File: config.mk
export PLATFORM = sky130hd
export DESIGN_NAME = cgra_host_ctrl
export DESIGN_NICKNAME = d
export VERILOG_FILES = /design/src/rtl/cgra_host_pkg.sv /design/src/rtl/cgra_out_fifo.sv /design/src/rtl/cgra_host_ctrl.sv
export SDC_FILE = /design/constraint.sdc
export NUM_CORES = 1
export LEC_CHECK = 0
export BUFFER_PORTS_ARGS = -buffer_cell sky130_fd_sc_hd__clkbuf_2
export CAP_MARGIN = 10
export CORE_MARGIN = 2
export CORE_UTILIZATION = 45
export DETAILED_ROUTE_END_ITERATION = 10
export PLACE_DENSITY = 0.79
export SYNTH_ARGS = -nofsm -noshare
export SYNTH_HDL_FRONTEND = slang
export SYNTH_SLANG_ARGS = --single-unit
File: constraint.sdc
create_clock -name Clk -period 4.4 [get_ports Clk]
set_input_delay 0.22 -clock Clk [delete_from_list [all_inputs] [get_ports Clk]]
set_output_delay 0.22 -clock Clk [all_outputs]
set_load 0.01 [all_outputs]
File: src/rtl/cgra_host_pkg.sv
// Shared definitions for the host-side CGRA job controller.
package cgra_host_pkg;

    // Job sequencing states of the host controller.
    typedef enum logic [2:0] {
        ST_IDLE      = 3'd0,
        ST_LOAD      = 3'd1,
        ST_ARM       = 3'd2,
        ST_WAIT_DONE = 3'd3,
        ST_RELEASE   = 3'd4,
        ST_UNLOAD    = 3'd5,
        ST_FINISH    = 3'd6
    } host_state_t;

    // Byte distance between consecutive BRAM words.
    localparam int WORD_STRIDE = 4;

    // Kernel cycle counter saturation value.
    localparam logic [31:0] KCYC_MAX = 32'hFFFF_FFFF;

    // Saturating increment for the kernel cycle counter.
    function automatic logic [31:0] kcyc_step(input logic [31:0] k);
        return (k == KCYC_MAX) ? k : k + 32'd1;
    endfunction

endpackage

File: src/rtl/cgra_out_fifo.sv
// Two-entry synchronous FIFO that buffers BRAM read data toward the result
// stream. The occupancy count lets the controller throttle read issue.
module cgra_out_fifo #(
    parameter int WIDTH = 32
) (
    input  logic             clk,
    input  logic             rst_n,
    input  logic             push,
    input  logic [WIDTH-1:0] push_data,
    input  logic             out_ready,
    output logic             out_valid,
    output logic [WIDTH-1:0] out_data,
    output logic [1:0]       count
);

    logic [WIDTH-1:0] mem [2];
    logic             wr_ptr;
    logic             rd_ptr;
    logic             do_push;
    logic             do_pop;

    assign out_valid = (count != 2'd0);
    // Head entry is only overwritten after it has been popped, so the data
    // stays stable while the consumer stalls.
    assign out_data  = out_valid ? mem[rd_ptr] : '0;
    assign do_pop    = out_valid && out_ready;
    assign do_push   = push && ((count != 2'd2) || do_pop);

    // Storage, pointers and occupancy.
    always_ff @(posedge clk or negedge rst_n) begin
        if (!rst_n) begin
            mem[0] <= '0;
            mem[1] <= '0;
            wr_ptr <= 1'b0;
            rd_ptr <= 1'b0;
            count  <= 2'd0;
        end else begin
            if (do_push) begin
                mem[wr_ptr] <= push_data;
                wr_ptr      <= ~wr_ptr;
            end
            if (do_pop) begin
                rd_ptr <= ~rd_ptr;
            end
            if (do_push && !do_pop) begin
                count <= count + 2'd1;
            end else if (!do_push && do_pop) begin
                count <= count - 2'd1;
            end
        end
    end

endmodule

File: src/rtl/cgra_host_ctrl.sv
// Host-side job controller for the 2x2 SCGRA: loads input words into the
// shared BRAM, runs the Start/Done four-phase handshake with the array and
// streams result words back out.
//
// Cmd, In and Out streams: a word transfers on a rising clock edge where
// valid and ready are both high; a source holding valid keeps its payload
// unchanged until it is accepted, while ready may change on any cycle.
module cgra_host_ctrl
    import cgra_host_pkg::*;
#(
    parameter int SYS_DWIDTH = 32,
    parameter int BYTE_LEN   = WORD_STRIDE,
    parameter int LEN_WIDTH  = 16
) (
    input  logic                  Clk,
    input  logic                  Resetn,
    input  logic                  Cmd_Valid,
    output logic                  Cmd_Ready,
    input  logic [SYS_DWIDTH-1:0] Cmd_Load_Base,
    input  logic [SYS_DWIDTH-1:0] Cmd_Store_Base,
    input  logic [LEN_WIDTH-1:0]  Cmd_Load_Len,
    input  logic [LEN_WIDTH-1:0]  Cmd_Store_Len,
    input  logic                  In_Valid,
    output logic                  In_Ready,
    input  logic [SYS_DWIDTH-1:0] In_Data,
    output logic                  Out_Valid,
    input  logic                  Out_Ready,
    output logic [SYS_DWIDTH-1:0] Out_Data,
    output logic                  Bram_En,
    output logic [BYTE_LEN-1:0]   Bram_Wen,
    output logic [SYS_DWIDTH-1:0] Bram_Addr,
    output logic [SYS_DWIDTH-1:0] Bram_Data_To_Bram,
    input  logic [SYS_DWIDTH-1:0] Bram_Data_From_Bram,
    output logic                  Computation_Start,
    input  logic                  Computation_Done,
    output logic                  Busy,
    output logic                  Job_Done,
    output logic [31:0]           Kernel_Cycles,
    output host_state_t           State_Dbg
);

    host_state_t           state;
    host_state_t           state_next;

    logic [SYS_DWIDTH-1:0] load_base;
    logic [SYS_DWIDTH-1:0] store_base;
    logic [LEN_WIDTH-1:0]  load_len;
    logic [LEN_WIDTH-1:0]  store_len;
    logic [LEN_WIDTH-1:0]  idx;
    logic [LEN_WIDTH-1:0]  out_cnt;
    logic                  rd_pend;
    logic                  ready_en;

    logic                  cmd_take;
    logic                  load_beat;
    logic                  start_set;
    logic                  kcyc_inc;
    logic                  rd_issue;
    logic                  out_pop;
    logic                  last_load;
    logic                  last_out;
    logic                  issue_ok;
    logic [1:0]            fifo_count;
    logic [2:0]            occ_next;
    logic [SYS_DWIDTH-1:0] idx_offset;
    logic [SYS_DWIDTH-1:0] load_addr;
    logic [SYS_DWIDTH-1:0] store_addr;

    // Word index scaled to a byte offset; wraps modulo 2^SYS_DWIDTH.
    assign idx_offset = SYS_DWIDTH'(idx) * SYS_DWIDTH'(BYTE_LEN);
    assign load_addr  = load_base + idx_offset;
    assign store_addr = store_base + idx_offset;

    assign last_load  = (idx == load_len - LEN_WIDTH'(1));
    assign last_out   = (out_cnt == store_len - LEN_WIDTH'(1));
    assign out_pop    = Out_Valid && Out_Ready;

    // Entries that will be held once this cycle settles: a pop in the same
    // cycle frees a slot, which keeps reads flowing at one word per cycle.
    assign occ_next   = {1'b0, fifo_count} + {2'b00, rd_pend} - {2'b00, out_pop};
    assign issue_ok   = (idx < store_len) && (occ_next < 3'd2);

    // Start is a pure function of the registered state, so it is glitch-free
    // and falls on the edge that samples Done high.
    assign Computation_Start = (state == ST_WAIT_DONE);
    assign Busy              = (state != ST_IDLE);
    assign State_Dbg         = state;

    // State register.
    always_ff @(posedge Clk or negedge Resetn) begin
        if (!Resetn) begin
            state <= ST_IDLE;
        end else begin
            state <= state_next;
        end
    end

    // Next-state logic and combinational outputs.
    always_comb begin
        state_next        = state;
        cmd_take          = 1'b0;
        load_beat         = 1'b0;
        start_set         = 1'b0;
        kcyc_inc          = 1'b0;
        rd_issue          = 1'b0;
        Cmd_Ready         = 1'b0;
        In_Ready          = 1'b0;
        Bram_En           = 1'b0;
        Bram_Wen          = '0;
        Bram_Addr         = '0;
        Bram_Data_To_Bram = '0;
        Job_Done          = 1'b0;
        case (state)
            ST_IDLE: begin
                Cmd_Ready = ready_en;
                if (Cmd_Valid && ready_en) begin
                    cmd_take   = 1'b1;
                    state_next = (Cmd_Load_Len == '0) ? ST_ARM : ST_LOAD;
                end
            end
            ST_LOAD: begin
                In_Ready = 1'b1;
                if (In_Valid) begin
                    load_beat         = 1'b1;
                    Bram_En           = 1'b1;
                    Bram_Wen          = '1;
                    Bram_Addr         = load_addr;
                    Bram_Data_To_Bram = In_Data;
                    if (last_load) begin
                        state_next = ST_ARM;
                    end
                end
            end
            ST_ARM: begin
                // A Done left high by the previous job must clear first.
                if (!Computation_Done) begin
                    start_set  = 1'b1;
                    state_next = ST_WAIT_DONE;
                end
            end
            ST_WAIT_DONE: begin
                if (Computation_Done) begin
                    state_next = ST_RELEASE;
                end else begin
                    kcyc_inc = 1'b1;
                end
            end
            ST_RELEASE: begin
                if (!Computation_Done) begin
                    state_next = (store_len == '0) ? ST_FINISH : ST_UNLOAD;
                end
            end
            ST_UNLOAD: begin
                if (issue_ok) begin
                    rd_issue  = 1'b1;
                    Bram_En   = 1'b1;
                    Bram_Addr = store_addr;
                end
                if (out_pop && last_out) begin
                    state_next = ST_FINISH;
                end
            end
            ST_FINISH: begin
                Job_Done   = 1'b1;
                state_next = ST_IDLE;
            end
            default: begin
                state_next = ST_IDLE;
            end
        endcase
    end

    // Command latch, word counters, read tracking and kernel cycle count.
    always_ff @(posedge Clk or negedge Resetn) begin
        if (!Resetn) begin
            ready_en      <= 1'b0;
            load_base     <= '0;
            store_base    <= '0;
            load_len      <= '0;
            store_len     <= '0;
            idx           <= '0;
            out_cnt       <= '0;
            rd_pend       <= 1'b0;
            Kernel_Cycles <= '0;
        end else begin
            ready_en <= 1'b1;
            rd_pend  <= rd_issue;
            if (cmd_take) begin
                load_base  <= Cmd_Load_Base;
                store_base <= Cmd_Store_Base;
                load_len   <= Cmd_Load_Len;
                store_len  <= Cmd_Store_Len;
                idx        <= '0;
                out_cnt    <= '0;
            end
            if (load_beat) begin
                idx <= last_load ? '0 : idx + LEN_WIDTH'(1);
            end
            if (start_set) begin
                idx           <= '0;
                Kernel_Cycles <= '0;
            end
            if (kcyc_inc) begin
                Kernel_Cycles <= kcyc_step(Kernel_Cycles);
            end
            if (rd_issue) begin
                idx <= idx + LEN_WIDTH'(1);
            end
            if (out_pop) begin
                out_cnt <= out_cnt + LEN_WIDTH'(1);
            end
        end
    end

    // Result buffer between the BRAM read port and the Out stream.
    cgra_out_fifo #(
        .WIDTH (SYS_DWIDTH)
    ) u_out_fifo (
        .clk       (Clk),
        .rst_n     (Resetn),
        .push      (rd_pend),
        .push_data (Bram_Data_From_Bram),
        .out_ready (Out_Ready),
        .out_valid (Out_Valid),
        .out_data  (Out_Data),
        .count     (fifo_count)
    );

endmodule

* After elaboration in Yosys (flattened, before gate mapping)
Index checks and enable logic that the tools add are counted.
** Word-level totals
- Register bits after elaboration :: 233
- Output and inout bits :: 142
- Input port bits :: 166
- Logic and storage cells :: 123
** Operators by class
- Mux-type cells :: 48
- Add/sub/neg operators :: 11
- Bitwise operators :: 4
- Equal/unequal tests :: 18
- Magnitude comparators :: 5
- Reductions and logical operators :: 22
** Operators with widths (count)
- $mux W32 :: 12
- $mux W16 :: 6
- $add A32 B18 Y32 :: 2
- $bwmux W64 :: 1
- $pmux W32 S2 :: 1
- $add A16 B1 Y16 const B :: 2
- $add A32 B1 Y32 const B :: 1
- $demux W32 S1 :: 1
- $eq A16 B16 Y1 :: 2
- $eq A32 B32 Y1 const B :: 1
- $logic_not A16 Y1 :: 2
- $sub A16 B1 Y16 const B :: 2
- $mux W3 :: 7
- $pmux W3 S6 :: 1
- $lt A16 B16 Y1 :: 1
- $ne A2 B2 Y1 const B :: 8
- $mux W1 :: 12
- $eq A3 B3 Y1 const B :: 3
- $logic_and A1 B1 Y1 :: 8
- $mux W2 :: 4
- $mux W4 :: 2
- $reduce_bool A2 Y1 :: 4
- $reduce_and A7 Y1 :: 1
- $eq A3 B2 Y1 const B :: 2
- other kinds (18) :: 22

* Longest topological paths before layout
Gate-level depths: netlist of the first run.
- Depth in word-level cells :: 8
- Mapped depth :: 16
- Depth with buffers taken out :: 15

* Cells and area by module
Synthesis of the first run repeated with hierarchy kept, for this count alone.
** Second synthesis, totals
- Cell total of the unflattened synthesis :: 1394
- Area, all modules :: 14074.7 sq um
** By module, submodules not included
- cgra_host_ctrl :: area an instance 10951.8 sq um, cells each 1170, times used 1, seq. area each 4129.0 sq um
- cgra_out_fifo :: area an instance 3123.0 sq um, cells each 224, times used 1, seq. area each 1701.6 sq um

* Worst setup path before layout of the first run
OpenSTA, ideal clock, no wires.
- Kind :: flip-flop to output port
- From :: register u_out_fifo.count[1]
- To :: output port Bram_Addr[15]
- Stages on the path, launching flop included :: 16
- Arrival time :: 3.268 ns
- Path buffers :: 2
- Slack :: 0.912 ns
- Required time :: 4.180 ns
- Cell sequence :: dfrtp_1 nor2_1 inv_1 nand2_1 inv_2 ha_1 nand2b_1 fa_1 nand2b_1 a2111oi_0 o21ai_1 inv_1 clkbuf_8 buf_2 nand2_1 o22ai_1
** On the way
- Cells in the longest elaborated chain, start to end :: 7
- Elaborated cells on any way between the ends :: 8
- Classes of those cells :: add/sub (2); order compare (1); mux (2); reduce/logical (3)
** RTL lines
- from (decl) :: line cgra_out_fifo.sv:13 : output logic [1:0] count
- from (signal assigned) :: line cgra_out_fifo.sv:46 : count <= count + 2'd1;
- from (signal assigned) :: line cgra_out_fifo.sv:48 : count <= count - 2'd1;
- $reduce_bool A2 Y1 :: line cgra_out_fifo.sv:22 : assign out_valid = (count != 2'd0);
- named net Out_Valid :: line cgra_host_ctrl.sv:26 : output logic Out_Valid,
- $logic_and A1 B1 Y1 :: line cgra_host_ctrl.sv:76 : assign out_pop = Out_Valid && Out_Ready;
- named net out_pop :: line cgra_host_ctrl.sv:59 : logic out_pop;
- $sub A3 B1 Y3 :: line cgra_host_ctrl.sv:80 : assign occ_next = {1'b0, fifo_count} + {2'b00, rd_pend} - {2'b00, out_pop};
- $lt A3 B2 Y1 :: line cgra_host_ctrl.sv:81 : assign issue_ok = (idx < store_len) && (occ_next < 3'd2);
- $logic_and A1 B1 Y1 :: line cgra_host_ctrl.sv:81
- $mux W32 :: line cgra_host_ctrl.sv:154 : if (issue_ok) begin
- $pmux W32 S2 :: line cgra_host_ctrl.sv:113 : case (state)
- to (decl) :: line cgra_host_ctrl.sv:31 : output logic [SYS_DWIDTH-1:0] Bram_Addr,
The timed path passes the listed nets, and every way through them passes these cells.

* Final worst setup path of the first run
- From :: register u_out_fifo.count[1]
- To :: output port Bram_Addr[0]
** On the way
- Cells in the longest elaborated chain, start to end :: 7
- Elaborated cells on any way between the ends :: 8
- Classes of those cells :: add/sub (2); order compare (1); mux (2); reduce/logical (3)
** RTL lines (line)
- $reduce_bool A2 Y1 :: cgra_out_fifo.sv:22
- $logic_and A1 B1 Y1 :: cgra_host_ctrl.sv:76
- named net out_pop :: cgra_host_ctrl.sv:59
- $sub A3 B1 Y3 :: cgra_host_ctrl.sv:80
- $lt A3 B2 Y1 :: cgra_host_ctrl.sv:81
- $logic_and A1 B1 Y1 :: cgra_host_ctrl.sv:81
- $mux W32 :: cgra_host_ctrl.sv:154
- $pmux W32 S2 :: cgra_host_ctrl.sv:113
The timed path passes the listed nets, and every way through them passes these cells.

==> results.json, run 1 <==
{
  "fin_worst_skew_ns": 0.0213,
  "crit_path_end_kind": "output port",
  "gp_congestion": 0.959,
  "period_needed_ns": 4.14,
  "p_sw_w": 0.00130,
  "dp_hpwl_um": 29500,
  "final_cell_mix": "clkbuf_2, dfrtp_1, mux2_2",
  "reg2reg_depth": 15,
  "synth_cells": 1485,
  "placementRows": 65,
  "grt_overflow": 0,
  "worst_slack_ns": 0.264,
  "powerDensity_nw_per_um2": 275,
  "drive_gt1_share_pct": 28.9,
  "tns_ns": 0,
  "area_delta_synth_final_pct": 28.1,
  "ir_drop_mv": 0.280,
  "routed_wl_um": 41800,
  "r2r_start": "u_out_fifo.count[1]",
  "hold-path-endpoint": "out_cnt[0]",
  "final_common_cell": "clkbuf_2",
  "async_flop_share_pct": 100,
  "cts_root_buf": "clkbuf_16",
  "yosysTopAreaCell": "dfrtp_1",
  "synth-main-ff-cell": "dfrtp_1",
  "slew_viol_final": 0,
  "hp-start": "Out_Ready",
  "power.share.sequential_pct": 44.0,
  "crit_type": "flip-flop to output port",
  "syn_area_per_cell_um2": 9.77,
  "crit_fanout": 13,
  "viasPerCell": 5.69,
  "r2r_end": "idx[1]",
  "dieWidth_um": 184,
  "seq_area_frac_synth_pct": 40.2,
  "yosysUniqueCellTypes": 81,
  "worst_pin_slew_ns": 1.05,
  "grt_start_max_net_pins": 100,
  "r2r_slack_ns": 0.74,
  "cts_htree_levels": 1,
  "synth-edff-count": 0,
  "firstDrtPassIters": 6,
  "hp-class": "input pin to flip-flop",
  "grt_pass1_vias": 13000,
  "drv_cap": 0,
  "outcome": "finished, final reports clean",
  "critPathLaunchType": "flip-flop",
  "ios": 308,
  "core_area_um2": 31600,
  "vias": 13200,
  "detail_route.wl_per_cell_um": 18.0,
  "grtUsageTotal_pct": 24.1,
  "grt_pass1_wl_um": 66000,
  "holdPathStages": 3,
  "hold_viol": 0,
  "crit_arrival_ns": 3.92,
  "clock.fmax_ghz": 0.242,
  "antenna_left": 0,
  "setup_violations": 0,
  "synth-seq-cells": 233,
  "switching_share_pct": 25.4,
  "drc": 0,
  "yosys.area.top_type_share_pct": 40.2,
  "min_period_over_period_pct": 94.0,
  "yosysWarnings": 0,
  "worstPathRequired_ns": 4.18,
  "combPwrFrac_pct": 11.7,
  "syn_area_um2": 14500,
  "drt_iter0_markers": 882,
  "intPower_w": 0.00381,
  "nets": 2119,
  "cts_buffers": 28,
  "syn-num-nets": 1709,
  "fill_cells": 2597,
  "slew_headroom_pct": 30.1,
  "portBuffers": 307,
  "initial_core_util_pct": 45.9,
  "rsz0062_at_grt": "no",
  "antenna_found_initial": 4,
  "die_y_um": 184,
  "dieArea_um2": 33700,
  "ys_top_cells_by_area": "dfrtp_1, mux2_2, ha_1",
  "p_leak_nw": 9.12,
  "path_clk_slew_ns": 0.06,
  "clock_path_buffers": 3,
  "cts_tree": "built",
  "clockPowerShare_pct": 44.3,
  "dpl_worst_slack_ns": 0.539,
  "clock_sinks": 233,
  "clock_latency_ns": 0.56
}
synth_stat cells (5+ instances only):
cell type  count
a211oi_1       7
nand2_1      106
and2_1         6
and3_1        64
ha_1          55
clkbuf_1      37
mux2_2       138
nor2b_1       14
xor2_1        65
a21oi_1       55
nand3_1       58
o21ai_0       74
a22o_1         6
nor4_1         7
o21a_1         9
a31oi_1       12
a21o_1        18
nor2_1       104
nand4_1       33
o22ai_1       26
dfrtp_1      233
o211ai_1       9
or2_2          9
buf_1          9
nand2b_1       7
mux2i_1       37
or3_1         24
xnor2_1       56
nor3_1        36
and4_1        11
a211oi_2       5
o31ai_1        7
buf_2         20
inv_1         46
per-layer routing:
layer | vias up | GRT usage [%] | wire, um
met5 | - | 0 | 0
met4 | 0 | 9.73 | 1520
met3 | 110 | 3.35 | 2160
met2 | 454 | 41.0 | 20500
met1 | 6461 | 30.9 | 17500
li1 | 6167 | - | -
critical path, cell delays in order, from the launching register on:
cell,delay [ns]
dfrtp_1,0.46
nor2_2,0.16
inv_1,0.07
nand2_2,0.15
inv_2,0.12
ha_1,0.30
nand2b_1,0.16
fa_1,0.38
xnor2_1,0.17
nand2_1,0.09
a2111oi_2,0.26
o21ai_2,0.13
inv_1,0.35
buf_4,0.31
a22o_1,0.15
clkbuf_2,0.13
registers in the layout (all words and copies together), names as in the netlist, 2 cells and up:
register,count
load_len,16
store_len,16
load_base,32
store_base,32
u_out_fifo.mem,64
Kernel_Cycles,32
idx,16
u_out_fifo.count,2
out_cnt,16
State_Dbg,3
logic make-up after synthesis:
kind of cell / after synthesis / share of synthesized area, %
AOI/OAI and AO/OA: 262 / 11.6
xor gates and xnor gates: 121 / 7.30
adders and majority gates: 58 / 5.16
buffers and inverters: 124 / 3.90
DFF: 233 / 40.2
muxes: 177 / 13.4
other: 1 / 0.0258
and+or+nand+nor: 509 / 18.4
repair_timing:
action                                  CTS  global route
resized for setup                         1             4
hold buffers                            129             0
gates cloned                              0             0
setup buffers                             0             0
endpoints found under the hold margin   257             0
endpoints found under the setup margin    3             5
final cells by class:
cell class                 count  area, um2  area share [%]
multi-input combinational   1128       8150            43.9
clock inverter                 7        103           0.552
antenna                        5       12.5          0.0673
clock buffer                  41        790            4.25
inverter                      48        180           0.970
timing repair buffer         456       3010            16.2
sequential                   233       5830            31.4
tap                          402        503            2.71
per-stage QoR:
step / instance area [um2] / total power, W / utilization [%] / hold slack, ns / cells
6_report: 18600 / 0.00511 / 58.7 / 0.0715 / 2320
4_1_cts: 18600 / 0.00514 / 58.6 / 0.126 / 2315
3_5_place_dp: 16400 / 0.00278 / 51.7 / 0.309 / 2138
5_1_grt: 18600 / 0.00530 / 58.7 / 0.0917 / 2319
3_3_place_gp: 16400 / 0.00276 / 51.7 / 0.307 / 2138
2_1_floorplan: 14500 / 0.00253 / - / -0.0756 / 1485
worst max-delay path by stage:
stage,from,end,cells past startpoint
floorplan,u_out_fifo.count[1],Bram_Addr[15],15
global placement,u_out_fifo.count[1],Bram_Addr[24],15
detailed placement,u_out_fifo.count[1],Bram_Addr[24],16
CTS,u_out_fifo.count[1],Bram_Addr[24],16
global route,u_out_fifo.count[1],Bram_Addr[0],15
finish,u_out_fifo.count[1],Bram_Addr[0],15
power by group through the flow:
| stage | clock network, W | logic, W | registers [W] |
|---|---|---|---|
| after floorplan | 0 | 0.000287 | 0.00224 |
| after global routing | 0.00240 | 0.000658 | 0.00225 |
| after global placement | 0 | 0.000476 | 0.00228 |
| after CTS | 0.00230 | 0.000592 | 0.00225 |
| final | 0.00226 | 0.000600 | 0.00225 |
| after detailed placement | 0 | 0.000493 | 0.00229 |
No activity file was read; power rests on OpenSTA's default activity.
==> inputs of run 2 (changes only) <==
CORE_UTILIZATION = 56   (was 45)
PLACE_DENSITY = 0.93   (was 0.79)
==> run 2 against run 1 <==
  * Hold slack improved by 0.0025 ns
  * Design area increased by 0.27%
  * Power increased by 6.2%
  * First-iteration DRC count increased by 34%
  * Core utilization increased by 15 points
  * Critical endpoint is now Bram_Addr[24]
  * Clock skew increased by 0.0085 ns
  * Highest routed layer unchanged
==> results.json, run 2 (same netlist as run 1, synthesis figures left out) <==
{
  "antenna_left": 0,
  "min_period_over_period_pct": 95.0,
  "firstDrtPassIters": 5,
  "grtUsageTotal_pct": 32.3,
  "ios": 308,
  "hp-class": "input pin to flip-flop",
  "slowest_delay_ns": 0.45,
  "grt_pass1_wl_um": 69900,
  "drv_cap": 0,
  "powerDensity_nw_per_um2": 292,
  "power_w": 0.00543,
  "portBuffers": 307,
  "placed_area_um2": 16300,
  "rsz0062_at_grt": "yes",
  "dieWidth_um": 165,
  "slew_viol_final": 0,
  "fin_area_um2": 18600,
  "area_delta_synth_final_pct": 28.4,
  "worstPathCellList": "nor2_2 > inv_1 > nand2_2 > inv_2 > ha_1 > nand2b_1 > fa_1 > xnor2_1 > nand2_1 > a2111oi_2 > o21ai_2 > buf_6 > a2111oi_4 > nor2_1 > nand2_1 > clkbuf_2",
  "fin_worst_skew_ns": 0.0298,
  "critPathLaunchType": "flip-flop",
  "crit_type": "flip-flop to output port",
  "die_y_um": 165,
  "intPower_w": 0.00409,
  "routed_wl_um": 44800,
  "final_common_cell": "clkbuf_2",
  "cts_root_buf": "clkbuf_16",
  "setup_violations": 0,
  "p_leak_nw": 9.17,
  "switching_share_pct": 24.8,
  "dp_hpwl_um": 29200,
  "clock_sinks": 233,
  "cp_common_cell": "nand2_1",
  "crit_fanout": 39,
  "grt_overflow": 0,
  "outcome": "finished, final reports clean",
  "wl_met3_um": 3120,
  "period_needed_ns": 4.18,
  "final_cell_mix": "clkbuf_2, dfrtp_1, mux2_2",
  "gp_congestion": 0.967,
  "crit_family": "simple AND/OR/NAND/NOR gates",
  "drt_iter0_markers": 1182,
  "vias": 13600,
  "wl_met1_um": 17100,
  "core_area_um2": 25300,
  "power.share.sequential_pct": 41.2,
  "grt_pass1_vias": 13500,
  "drc": 0,
  "initial_core_util_pct": 57.3,
  "cpMaxStageDelayCell": "dfrtp_1",
  "largest_reg_flops": 64,
  "tns_ns": 0,
  "clock.fmax_ghz": 0.239,
  "antenna_found_initial": 1,
  "crit_arrival_ns": 3.96,
  "cts_htree_levels": 1,
  "placementRows": 58,
  "combPwrFrac_pct": 11.4,
  "regMostFlops": "u_out_fifo.mem",
  "seqCellArea_um2": 5830,
  "p_sw_w": 0.00135,
  "hold_viol": 0,
  "grt_start_max_net_pins": 100,
  "crit_path_end_kind": "output port",
  "met2_length_um": 22400,
  "drive_gt1_share_pct": 29.2,
  "dieArea_um2": 27200,
  "worstPathRequired_ns": 4.18,
  "multiInputGateArea_um2": 8160,
  "nets": 2118,
  "critical_path_buf_inv_count": 4,
  "cts_tree": "built",
  "cts_buffers": 29,
  "final_util_pct": 73.6,
  "viasPerCell": 6.04,
  "dr.max_layer_used": "met4",
  "clockPowerShare_pct": 47.4,
  "detail_route.wl_per_cell_um": 20.0,
  "slew_headroom_pct": 30.2,
  "ir_drop_mv": 0.372,
  "clock_latency_ns": 0.57,
  "path_clk_slew_ns": 0.06,
  "clock_path_buffers": 3,
  "fill_cells": 1635,
  "worst_pin_slew_ns": 1.05,
  "post_cts.repair.setup_buffers": 0
}
[run 2: cell count changes in the layout (fill, tap and decap cells not counted), sizes merged]
cell      before  now
clkinv         5    2
diode          5    1
bufinv         2    5
clkbuf       347  348
buf           21   19
clkinvlp       1    3
[run 2: what timing repair did]
action                                  CTS  global route
gates resized for setup                   3             6
endpoints found under the hold margin   257             0
cloned                                    0             0
endpoints found under the setup margin    4             9
hold buffers                            129             0
[run 2: cell type report]
cell class | instances | share of cell area, %
sequential | 233 | 31.3
antenna | 1 | 0.0134
inverter | 48 | 0.987
tap | 330 | 2.22
timing repair buffer | 454 | 16.1
clock inverter | 9 | 1.02
clock buffer | 42 | 4.53
multi-input combinational | 1128 | 43.8
[run 2: power by group through the flow]
stage	Combinational (W)	Sequential, W	Clock (W)
after global placement	0.000491	0.00227	0
after global routing	0.000677	0.00224	0.00269
after detailed placement	0.000507	0.00228	0
after floorplan	0.000287	0.00224	0
final	0.000619	0.00224	0.00257
after CTS	0.000607	0.00224	0.00259
[run 2: per-stage QoR]
| step | std cells | setup slack, ns | hold slack, ns |
|---|---|---|---|
| floorplan | 1485 | 0.912 | -0.0756 |
| CTS | 2244 | 0.0148 | 0.0603 |
| finish | 2245 | 0.219 | 0.0740 |
| detailed placement | 2064 | 0.382 | 0.320 |
| global placement | 2064 | 0.635 | 0.306 |
| global route | 2245 | -0.0258 | 0.0737 |
[run 2: worst paths after layout]
path / from / to / slack (ns) / depth (start not counted)
worst max-delay path: u_out_fifo.count[1] / Bram_Addr[24] / 0.22 / 16
worst min-delay path: Out_Ready / out_cnt[0] / 0.07 / 3
worst max register to register: u_out_fifo.count[1] / idx[7] / 0.52 / 15
worst min register to register: u_out_fifo.mem[39] / u_out_fifo.mem[39] / 0.49 / 1
max in group asynchronous: Resetn / u_out_fifo.mem[3] / 2.87 / 3
min in group asynchronous: Resetn / load_base[23] / 0.24 / 2
[run 2: per-layer routing]
layer	track usage, %	up-vias
met1	40.4	6527
met3	5.22	195
li1	-	6161
met4	14.8	0
met5	0	-
met2	54.9	683
[run 2: worst reg2reg max path, cell delays in order (launching register included)]
cell and delay [ns]:
dfrtp_1 0.45, nor2_2 0.16, inv_1 0.07, nand2_2 0.16
inv_2 0.13, ha_1 0.31, nand2b_1 0.16, fa_1 0.38
xnor2_1 0.15, nand2_1 0.09, a2111oi_2 0.05, o21ai_2 0.11
clkinvlp_4 0.38, nor4_4 0.82, inv_1 0.18, o211ai_1 0.21
==> inputs of run 3 (changes only) <==
CELL_PAD_IN_SITES_DETAIL_PLACEMENT = 1   (was unset)
CELL_PAD_IN_SITES_GLOBAL_PLACEMENT = 1   (was unset)
CORE_UTILIZATION = 43   (was 56)
SYNTH_HIERARCHICAL = 1   (was unset)
==> run 3 against run 2 <==
  * Global-route usage decreased by 2.3 points
  * Final cell count increased by 1.6%
  * Register-to-register slack improved by 0.12 ns
  * Hold slack improved by 0.11 ns
  * Clock skew decreased by 0.017 ns
  * Non-clock buffer count decreased by 3
  * Critical endpoint unchanged
  * Highest routed layer unchanged
==> results.json, run 3 <==
{
  "outcome": "finished, final reports clean",
  "power.share.sequential_pct": 35.0,
  "syn_area_um2": 14100,
  "switching_share_pct": 41.3,
  "use_met3_pct": 4.21,
  "synth_top_family_by_area": "simple AND/OR/NAND/NOR gates",
  "synth_cells": 1394,
  "viasPerCell": 5.76,
  "drv_cap": 0,
  "async_flop_share_pct": 100,
  "clock_path_buffers": 3,
  "drt_iter0_markers": 794,
  "period_needed_ns": 4.13,
  "slew_headroom_pct": 31.7,
  "crit_path_end_kind": "output port",
  "crit_fanout": 8,
  "powerDensity_nw_per_um2": 618,
  "fin_worst_skew_ns": 0.0128,
  "yosys.area.top_type_share_pct": 41.4,
  "p_sw_w": 0.00468,
  "placementRows": 66,
  "seq_area_frac_synth_pct": 41.4,
  "crit_arrival_ns": 3.91,
  "synth-edff-count": 0,
  "portBuffers": 307,
  "syn-num-nets": 1618,
  "drc": 0,
  "vias": 13100,
  "slew_viol_final": 0,
  "ir_drop_mv": 0.357,
  "antenna_left": 0,
  "routed_wl_um": 51900,
  "path_clk_slew_ns": 0.06,
  "synthXorXnorAreaFrac_pct": 7.72,
  "core_area_um2": 32400,
  "synth_fa_ha_area_share_pct": 5.32,
  "synth_simple_gate_area_share_pct": 16.1,
  "final_common_cell": "clkbuf_2",
  "firstDrtPassIters": 5,
  "synth-compound-area-share_pct": 11.9,
  "rsz0062_at_grt": "no",
  "placed_area_um2": 16000,
  "grt_overflow": 0,
  "ys_top_cells_by_area": "dfrtp_1, mux2_2, ha_1",
  "met2_usage_pct": 54.8,
  "initial_core_util_pct": 43.5,
  "cts_htree_levels": 1,
  "cts_tree": "built",
  "clock_latency_ns": 0.56,
  "intPower_w": 0.00667,
  "fin_area_um2": 18400,
  "gp_congestion": 0.918,
  "grt_start_max_net_pins": 115,
  "antenna_found_initial": 4,
  "setup_violations": 0,
  "detail_route.wl_per_cell_um": 22.7,
  "post_cts.repair.setup_buffers": 0,
  "cts_buffers": 29,
  "dp_hpwl_um": 32500,
  "yosysTopAreaCell": "dfrtp_1",
  "fill_cells": 3653,
  "met1_usage_pct": 33.9,
  "dieWidth_um": 185,
  "combPwrFrac_pct": 42.4,
  "die_y_um": 185,
  "min_period_over_period_pct": 93.9,
  "synth_most_common_cell": "dfrtp_1",
  "grt_pass1_wl_um": 80300,
  "grtUsageTotal_pct": 30.0,
  "worst_pin_slew_ns": 1.02,
  "hold_viol": 0,
  "worstPathRequired_ns": 4.18,
  "clock_sinks": 233,
  "hp-start": "Cmd_Valid",
  "regMostFlops": "u_out_fifo/mem",
  "muxShareOfSynthArea_pct": 13.9,
  "largest_reg_flops": 64,
  "top_usage_layer": "met2",
  "syn_area_per_cell_um2": 10.1,
  "crit_type": "flip-flop to output port",
  "area_delta_synth_final_pct": 30.4,
  "clockPowerShare_pct": 22.6,
  "yosysUniqueCellTypes": 84,
  "crit_start": "idx[0]",
  "r2r_start": "u_out_fifo/count[0]",
  "ios": 308,
  "synth-main-ff-cell": "dfrtp_1",
  "critPathLaunchType": "flip-flop",
  "clock.fmax_ghz": 0.242,
  "yosysWarnings": 6,
  "ys_top_cells_by_count": "dfrtp_1, mux2_2, nor2_1",
  "nets": 2035,
  "cts_root_buf": "clkbuf_16",
  "synth-seq-cells": 233,
  "drive_gt1_share_pct": 29.0,
  "dieArea_um2": 34200,
  "hp-class": "input pin to flip-flop",
  "grt_pass1_vias": 14400,
  "tns_ns": 0,
  "final_cell_mix": "clkbuf_2, dfrtp_1, dlygate4sd3_1",
  "p_leak_nw": 8.61
}
run 3: cells by family after synthesis:
group	after synthesis
AND/OR/NAND/NOR	436
other	1
buffers and inverters	115
adder cells (fa/ha/maj)	58
multiplexers	174
XOR/XNOR	124
flip-flops	233
AO/OA/AOI/OAI	253
run 3: timing repair:
| action | 4_1_cts | 5_1_grt |
|---|---|---|
| endpoints found under the hold margin | 274 | 0 |
| hold buffers | 131 | 0 |
| setup endpoints to repair | 0 | 29 |
| gates resized for setup | 0 | 4 |
run 3: through the flow:
step / hold WS, ns / total power (W) / cells / setup WS, ns / util (%)
2_1_floorplan: -0.0756 / 0.00676 / 1394 / 0.973 / -
3_3_place_gp: 0.339 / 0.00800 / 2091 / 0.770 / 49.4
3_5_place_dp: 0.353 / 0.00833 / 2091 / 0.586 / 49.4
4_1_cts: 0.159 / 0.0111 / 2276 / 0.105 / 56.6
5_1_grt: 0.195 / 0.0120 / 2281 / 0.0483 / 56.7
6_report: 0.184 / 0.0114 / 2281 / 0.267 / 56.7
run 3: routing by layer:
layer / vias up / wire length [um]
met4: 0 / 2710
met1: 6619 / 19500
li1: 5867 / -
met2: 480 / 27100
met5: - / 0
met3: 175 / 2610
run 3: critical path, stage by stage, from the launching register on:
cell	delay [ns]
dfrtp_1	0.56
ha_1	0.30
inv_1	0.08
fa_1	0.41
nor2b_1	0.20
o31a_1	0.25
o211ai_1	0.17
a211o_1	0.36
a31oi_2	0.34
nand3_1	0.19
xor2_1	0.18
o22ai_1	0.15
clkbuf_2	0.17
run 3: worst paths after layout:
check	endpoint	slack, ns	cells past startpoint
max	Bram_Addr[24]	0.27	12
min	store_len[6]	0.18	4
max reg2reg	idx[5]	0.64	15
min reg2reg	u_out_fifo/mem[8]	0.50	1
max in group asynchronous	Kernel_Cycles[14]	2.88	3
min in group asynchronous	store_base[21]	0.29	2
run 3: layout make-up:
cell class / instances / area, um2 / area share [%]
diodes: 5 / 12.5 / 0.0682
clock buffers: 37 / 816 / 4.44
repair buffers: 451 / 2970 / 16.2
clock inverters: 17 / 208 / 1.13
multi-input cells: 1046 / 7780 / 42.4
well taps: 442 / 553 / 3.01
inverters: 50 / 188 / 1.02
flip-flops and latches: 233 / 5830 / 31.8
run 3: power groups by stage:
stage          Sequential, W  Combinational, W  Clock, W
2_1_floorplan        0.00349           0.00327         0
3_3_place_gp         0.00380           0.00420         0
3_5_place_dp         0.00389           0.00443         0
4_1_cts              0.00388           0.00461   0.00258
5_1_grt              0.00406           0.00519   0.00270
6_report             0.00397           0.00481   0.00257
